--- config.mk ---
export PLATFORM = sky130hd
export DESIGN_NAME = bin_mul_seq
export DESIGN_NICKNAME = d
export VERILOG_FILES = /design/src/rtl/bin_mul_pkg.sv /design/src/rtl/bin_mul_step.sv /design/src/rtl/bin_mul_seq.sv
export SDC_FILE = /design/constraint.sdc
export NUM_CORES = 1
export LEC_CHECK = 0
export ABC_AREA = 1
export BUFFER_PORTS_ARGS = -buffer_cell sky130_fd_sc_hd__buf_2
export CORE_ASPECT_RATIO = 1.75
export CORE_MARGIN = 10
export CORE_UTILIZATION = 40
export CTS_BUF_LIST = sky130_fd_sc_hd__clkbuf_2 sky130_fd_sc_hd__clkbuf_4 sky130_fd_sc_hd__clkbuf_8
export DETAILED_ROUTE_END_ITERATION = 10
export GPL_TIMING_DRIVEN = 0
export PLACE_DENSITY_LB_ADDON = 0.15
export SLEW_MARGIN = 25
export SYNTH_ARGS = -nofsm -noshare
export SYNTH_HDL_FRONTEND = slang
export SYNTH_SLANG_ARGS = --single-unit
--- constraint.sdc ---
create_clock -name clk -period 4.42 [get_ports clk]
set_input_delay 0.221 -clock clk [delete_from_list [all_inputs] [get_ports clk]]
set_output_delay 0.221 -clock clk [all_outputs]
set_load 0.05 [all_outputs]
--- src/rtl/bin_mul_pkg.sv ---
// Shared definitions for the sequential shift-and-add multiplier: FSM states
// and the iteration-counter width helper.
package bin_mul_pkg;

  typedef enum logic {
    IDLE = 1'b0,
    RUN  = 1'b1
  } state_e;

  // The counter only has to reach W-1, but W+1 keeps W=1-style corner cases sane.
  function automatic int bin_mul_cnt_w(input int w);
    return $clog2(w + 1);
  endfunction

endpackage

--- src/rtl/bin_mul_step.sv ---
// One shift-and-add iteration: conditionally add the multiplicand into acc,
// then shift the concatenation {acc, mq} right by one bit.
module bin_mul_step #(
  parameter int W = 4
) (
  input  logic [W:0]   acc_i,
  input  logic [W-1:0] mq_i,
  input  logic [W-1:0] mcand_i,
  output logic [W:0]   acc_o,
  output logic [W-1:0] mq_o
);

  logic [W:0] sum;

  always_comb begin
    sum   = acc_i + (mq_i[0] ? {1'b0, mcand_i} : '0);
    acc_o = {1'b0, sum[W:1]};
    mq_o  = {sum[0], mq_i[W-1:1]};
  end

endmodule

--- src/rtl/bin_mul_seq.sv ---
// Sequential W-bit shift-and-add multiplier with start/busy/done handshake.
// Define BIN_MUL_SEQ_SIGNED_EN for two's-complement operands and product.
module bin_mul_seq
  import bin_mul_pkg::*;
#(
  parameter int W = 4
) (
  input  logic           clk,
  input  logic           rst,
  input  logic           start,
  input  logic [W-1:0]   x,
  input  logic [W-1:0]   y,
  output logic           busy,
  output logic           done,
  output logic [2*W-1:0] z
);

  localparam int CNT_W = bin_mul_cnt_w(W);

  state_e state_q, state_d;

  logic [W-1:0]   mcand_q;
  logic [W-1:0]   mq_q, mq_d;
  logic [W:0]     acc_q, acc_d;
  logic [CNT_W-1:0] cnt_q;
  logic [2*W-1:0] z_q;
  logic           done_q;

  logic           accept;
  logic           lastIter;
  logic [W-1:0]   magX, magY;
  logic [2*W-1:0] prod, result;

  assign accept   = (state_q == IDLE) && start;
  assign lastIter = (state_q == RUN) && (cnt_q == CNT_W'(W - 1));
  assign prod     = {acc_d[W-1:0], mq_d};

  bin_mul_step #(.W(W)) u_step (
    .acc_i   (acc_q),
    .mq_i    (mq_q),
    .mcand_i (mcand_q),
    .acc_o   (acc_d),
    .mq_o    (mq_d)
  );

`ifdef BIN_MUL_SEQ_SIGNED_EN
  // Multiply magnitudes and fix the sign at the end; |-2^(W-1)| still fits in W bits.
  logic neg_q;

  assign magX   = x[W-1] ? -x : x;
  assign magY   = y[W-1] ? -y : y;
  assign result = neg_q ? -prod : prod;

  always_ff @(posedge clk) begin
    if (rst) begin
      neg_q <= 1'b0;
    end else if (accept) begin
      neg_q <= x[W-1] ^ y[W-1];
    end
  end
`else
  assign magX   = x;
  assign magY   = y;
  assign result = prod;
`endif

  always_ff @(posedge clk) begin
    if (rst) begin
      state_q <= IDLE;
    end else begin
      state_q <= state_d;
    end
  end

  always_comb begin
    state_d = state_q;
    case (state_q)
      IDLE:    if (start)    state_d = RUN;
      RUN:     if (lastIter) state_d = IDLE;
      default: state_d = IDLE;
    endcase
  end

  always_comb begin
    busy = (state_q == RUN);
    done = done_q;
    z    = z_q;
  end

  always_ff @(posedge clk) begin
    if (rst) begin
      mcand_q <= '0;
      mq_q    <= '0;
      acc_q   <= '0;
      cnt_q   <= '0;
      z_q     <= '0;
      done_q  <= 1'b0;
    end else begin
      done_q <= 1'b0;
      if (accept) begin
        mcand_q <= magX;
        mq_q    <= magY;
        acc_q   <= '0;
        cnt_q   <= '0;
      end else if (state_q == RUN) begin
        acc_q <= acc_d;
        mq_q  <= mq_d;
        cnt_q <= cnt_q + CNT_W'(1);
        if (lastIter) begin
          z_q    <= result;
          done_q <= 1'b1;
        end
      end
    end
  end

endmodule

* Word level (Yosys, flattened, before mapping)
Cells that the tools add are included.
Widths: inputs -> output; s select.
** Word-level totals
- Output and inout port bits :: 10
- Bits in latches :: 0
- Flip-flop bits (word level) :: 25
- Bits in read-only memories :: 0
- Word-level logic and storage cells :: 25
- Memory bits (writable) :: 0
- Input bits :: 11
- Memories :: 0
** Cells by class
- Multipliers :: 0
- Reduce and logical (&&, ||, !) cells :: 6
- Order comparisons :: 0
- $add $sub $neg :: 2
- Mux-type cells :: 7
- Equal/unequal tests :: 1
- Bitwise operators :: 2
- Divide/modulo/power cells :: 0
- Shifts and indexed selects :: 0
** Operator list (count)
- $mux 4 :: 3
- $add 4x5->5 :: 1
- $add 3x1->3 const B :: 1
- $eq 3x2->1 const B :: 1
- $mux 1 :: 3
- $reduce_and 3->1 :: 1
- $reduce_or 3->1 :: 1
- $logic_and 1x1->1 :: 2
- $not 1->1 :: 2
- $pmux 1 s2 :: 1
- $reduce_bool 2->1 :: 1
- $reduce_or 2->1 :: 1

* Logic depth before layout (Yosys ltp)
- Depth in word-level cells :: 4
- Mapped depth :: 9
- Gate-level depth less buffers :: 9

* Hierarchy
A second synthesis with hierarchy kept.
** Second synthesis, totals
- Cells, all modules :: 173
- Area, all modules :: 1273.7 um2
** By module, submodules not included
- bin_mul_seq :: seq. area each 520.5 um2, times used 1, area each 1019.7 um2, cells each 127
- bin_mul_step :: seq. area each 0.0 um2, times used 1, area each 254.0 um2, cells each 46

* Worst setup path after synthesis
Ideal clock, no wire load.
- Kind :: reg-to-reg
- Start point :: register mq_q[0]
- End point :: register acc_q[0]
- Cell stages (with the launch flop) :: 8
- Path buffers :: 0
- Data required time :: 4.350 ns
- Setup time :: 0.070 ns
- Path slack :: 2.908 ns
- Period minus slack after synthesis :: 1.512 ns
- Data arrival time :: 1.442 ns
- Cell sequence :: dfxtp_1 > nand2_1 > inv_1 > ha_1 > inv_1 > fa_1 > or2_0 > a21oi_1
** On the way
- Word-level cells in the longest chain between the ends :: 2
** RTL lines
- from (decl) :: line bin_mul_seq.sv:23 : logic [W-1:0] mq_q, mq_d;
- from (signal assigned) :: line bin_mul_seq.sv:102 : mq_q <= magY;
- from (signal assigned) :: line bin_mul_seq.sv:107 : mq_q <= mq_d;
- $mux 4 :: line bin_mul_step.sv:16 : sum = acc_i + (mq_i[0] ? {1'b0, mcand_i} : '0);
- $add 4x5->5 :: line bin_mul_step.sv:16
- to (signal assigned) :: line bin_mul_seq.sv:94 : acc_q <= '0;
- to (signal assigned) :: line bin_mul_seq.sv:103 : acc_q <= '0;
- to (signal assigned) :: line bin_mul_seq.sv:106 : acc_q <= acc_d;
- to (decl) :: line bin_mul_seq.sv:24 : logic [W:0] acc_q, acc_d;
Every way passes these cells.
A chain may end at the register's enable or synchronous reset.

* Final worst setup path
- Start point :: register mq_q[0]
- End point :: register acc_q[3]
Same word-level chain as after synthesis.

==> qor.csv <==
metric;value;unit
start_kind;register;
crit_path_end_kind;register;
cts_root_buf;clkbuf_8;
period_needed;1.721;ns
worst_ep_arrival_time;1.93;ns
drv_slew;0;
drt-wirelength-per-cell;12.94;um
cts_htree_levels;1;
crit_top_cell;inv_1;
rsz0062_at_grt;no;
drcViolationCount;0;
die-area;0.005582;sq mm
dp_hpwl;2106;um
tightest_slew;0.3793;ns
synth.yosys.seq_area_share;42.69;%
cts_inserted_buffers;3;
nets;190;
slew_headroom;74.44;%
finalSetupTns;0;ns
peakVddDrop;0.2132;mV
die_y;91.62;um
synthFlopType;dfxtp_1;
post-synth-top-count-cell;nand2_1;
crit_fanout;5;
totalWireLength;2576;um
grt_max_degree;15;
crit_chain;nand2_1 -> inv_1 -> ha_1 -> inv_1 -> fa_1 -> o21ai_0 -> o21ai_1 -> inv_1;
crit_required;4.63;ns
dp_slack;2.706;ns
cts_buffer_depth;2;
num_io_pins;21;
gp_congestion;0.8228;
synth_top_area_share;42.69;%
fillers;301;
syn_avg_cell_area;7.975;sq um
num_vias;989;
syn_nets;165;
drv_cap;0;
coreArea;0.002863;sq mm
initial_core_util;40.95;%
antenna_found_initial;0;
power_density;311.7;mW/mm^2
cts_tree;done;
ys_top_cells_by_area;dfxtp_1 43%, nand2_1 11%, ha_1 6.4%, nand3_1 6.0%, inv_1 5.4%;
grt_pass1_vias;1019;
synth_warnings;0;
dieWidth;60.93;um
grt_pass1_wl;4471;um
fin_crit_sh;38.95;%
rows;26;
crit_type;reg -> reg;
numPortBuffers;20;
ctsResizeCount;0;
synth_edf_count;0;
status;complete, no violations;
setup_viol;0;
first_pass_iters;4;
cts_sinks;25;
netlist_area;0.001172;sq mm
cp_top_family;adder cells;
drive_above_1_share;22.22;%
synth-seq-cells;25;
hold_viol;0;
critPathMaxStageDelay;0.42;ns
place_area;0.001308;sq mm
cpMaxStageDelayCell;fa_1;
max_freq;580.9;MHz
p_leak;0.7049;nW
finClkSkew;0.005972;ns
ys_types;23;
drtIter0Drc;20;
clk_pin_slew;0.08;ns
fin_area;0.001354;sq mm
clk_latency;0.27;ns
diodes;0;
ant_nets;0;
crit_buf_inv;3;
worstHoldPathType;in -> reg;
timing.hold.ws;0.2057;ns
synthToLayoutAreaGrowth;15.48;%
yosys-top-cells-count;33 x nand2_1, 25 x dfxtp_1, 17 x inv_1;
postSynthCellCount;147;
postSynth.asyncResetShare;0;%
synth_top_area_cell;dfxtp_1;
grt-ovfl-total;0;
ctsHoldBuffers;0;
via_per_inst;4.970;
post_cts_buffers;0;
layout_setup_ws;2.699;ns
grt.total_usage;10.11;%
-- per-layer routing --
metal	global-route usage [%]	part of all wire, %	vias up
met1	9.927	38	456
met3	2.624	4.5	5
met4	4.044	1.6	0
li1	-	-	511
met2	18.60	56	17
met5	0	0	-
-- cells by family (layout without fill, tap and decap cells) --
group	count (synthesis)	in the layout	synth area share (%)
simple gates	70	70	29.13
flops	25	25	42.69
buf+inv	23	47	8.645
compound gates	20	20	9.925
fa+ha+maj	7	7	8.111
xor+xnor	2	2	1.494
-- flip-flops by register name, summed over array words and instances (netlist names) --
signal	cells
mq_q	4
mcand_q	4
done	1
busy	1
acc_q	4
cnt_q	3
z	8
-- per-stage QoR --
step,utilization (%),total power [W],instances
after floorplan,-,0.0002792,147
after global placement,45.67,0.0002938,195
after detailed placement,45.67,0.0002956,195
after CTS,47.29,0.0004291,199
after global routing,47.29,0.0004467,199
final,47.29,0.0004220,199
-- worst paths after layout --
| kind | start | end | slack, ns | cells past startpoint |
|---|---|---|---|---|
| worst max-delay path | mq_q[0] | acc_q[3] | 2.70 | 8 |
| worst min-delay path | x[2] | mcand_q[2] | 0.21 | 3 |
| worst max register to register | mq_q[0] | acc_q[3] | 2.70 | 8 |
| worst min register to register | cnt_q[2] | cnt_q[2] | 0.47 | 2 |
-- layout by cell type (no fill, tap or decap) --
| cell | instances |
|---|---|
| a21oi_1 | 6 |
| buf_2 | 20 |
| buf_4 | 2 |
| clkbuf_8 | 3 |
| clkinv_2 | 1 |
| dfxtp_1 | 25 |
| fa_1 | 1 |
| ha_1 | 6 |
| inv_1 | 17 |
| inv_2 | 2 |
| inv_4 | 1 |
| inv_6 | 1 |
| nand2_1 | 33 |
| nand2_4 | 3 |
| nand2_8 | 1 |
| nand3_1 | 14 |
| nor2_1 | 15 |
| nor2_8 | 1 |
| nor3_1 | 1 |
| o211ai_1 | 2 |
| o21ai_0 | 5 |
| o21ai_1 | 4 |
| o21ai_2 | 3 |
| or2_0 | 2 |
| xnor2_1 | 1 |
| xor2_1 | 1 |
-- power breakdown --
part | internal, W | switching (W) | leakage, nW | total, W
Sequential | 0.000233 | 0.00000616 | 0.204 | 0.000239
Clock | 0.0000629 | 0.0000695 | 0.0255 | 0.000132
Combinational | 0.0000184 | 0.0000317 | 0.476 | 0.0000501
-- final cells by class --
type | instances | area (sq um) | share of cell area [%]
Timing Repair Buffer | 20 | 100.1 | 7.394
Tap cell | 28 | 35.03 | 2.588
Inverter | 21 | 86.33 | 6.377
Multi-Input combinational cell | 99 | 570.5 | 42.14
Clock buffer | 3 | 41.29 | 3.050
Sequential cell | 25 | 500.5 | 36.97
Clock inverter | 1 | 5.005 | 0.3697
Buffer | 2 | 15.01 | 1.109
-- worst min-delay path: cells and delay by family --
| family | cells | cell delay, ns |
|---|---|---|
| buffers and inverters | 1 | 0.07 |
| and+or+nand+nor | 1 | 0.07 |
| AOI/OAI and AO/OA | 1 | 0.07 |
Power figures use the tool's default switching activity.
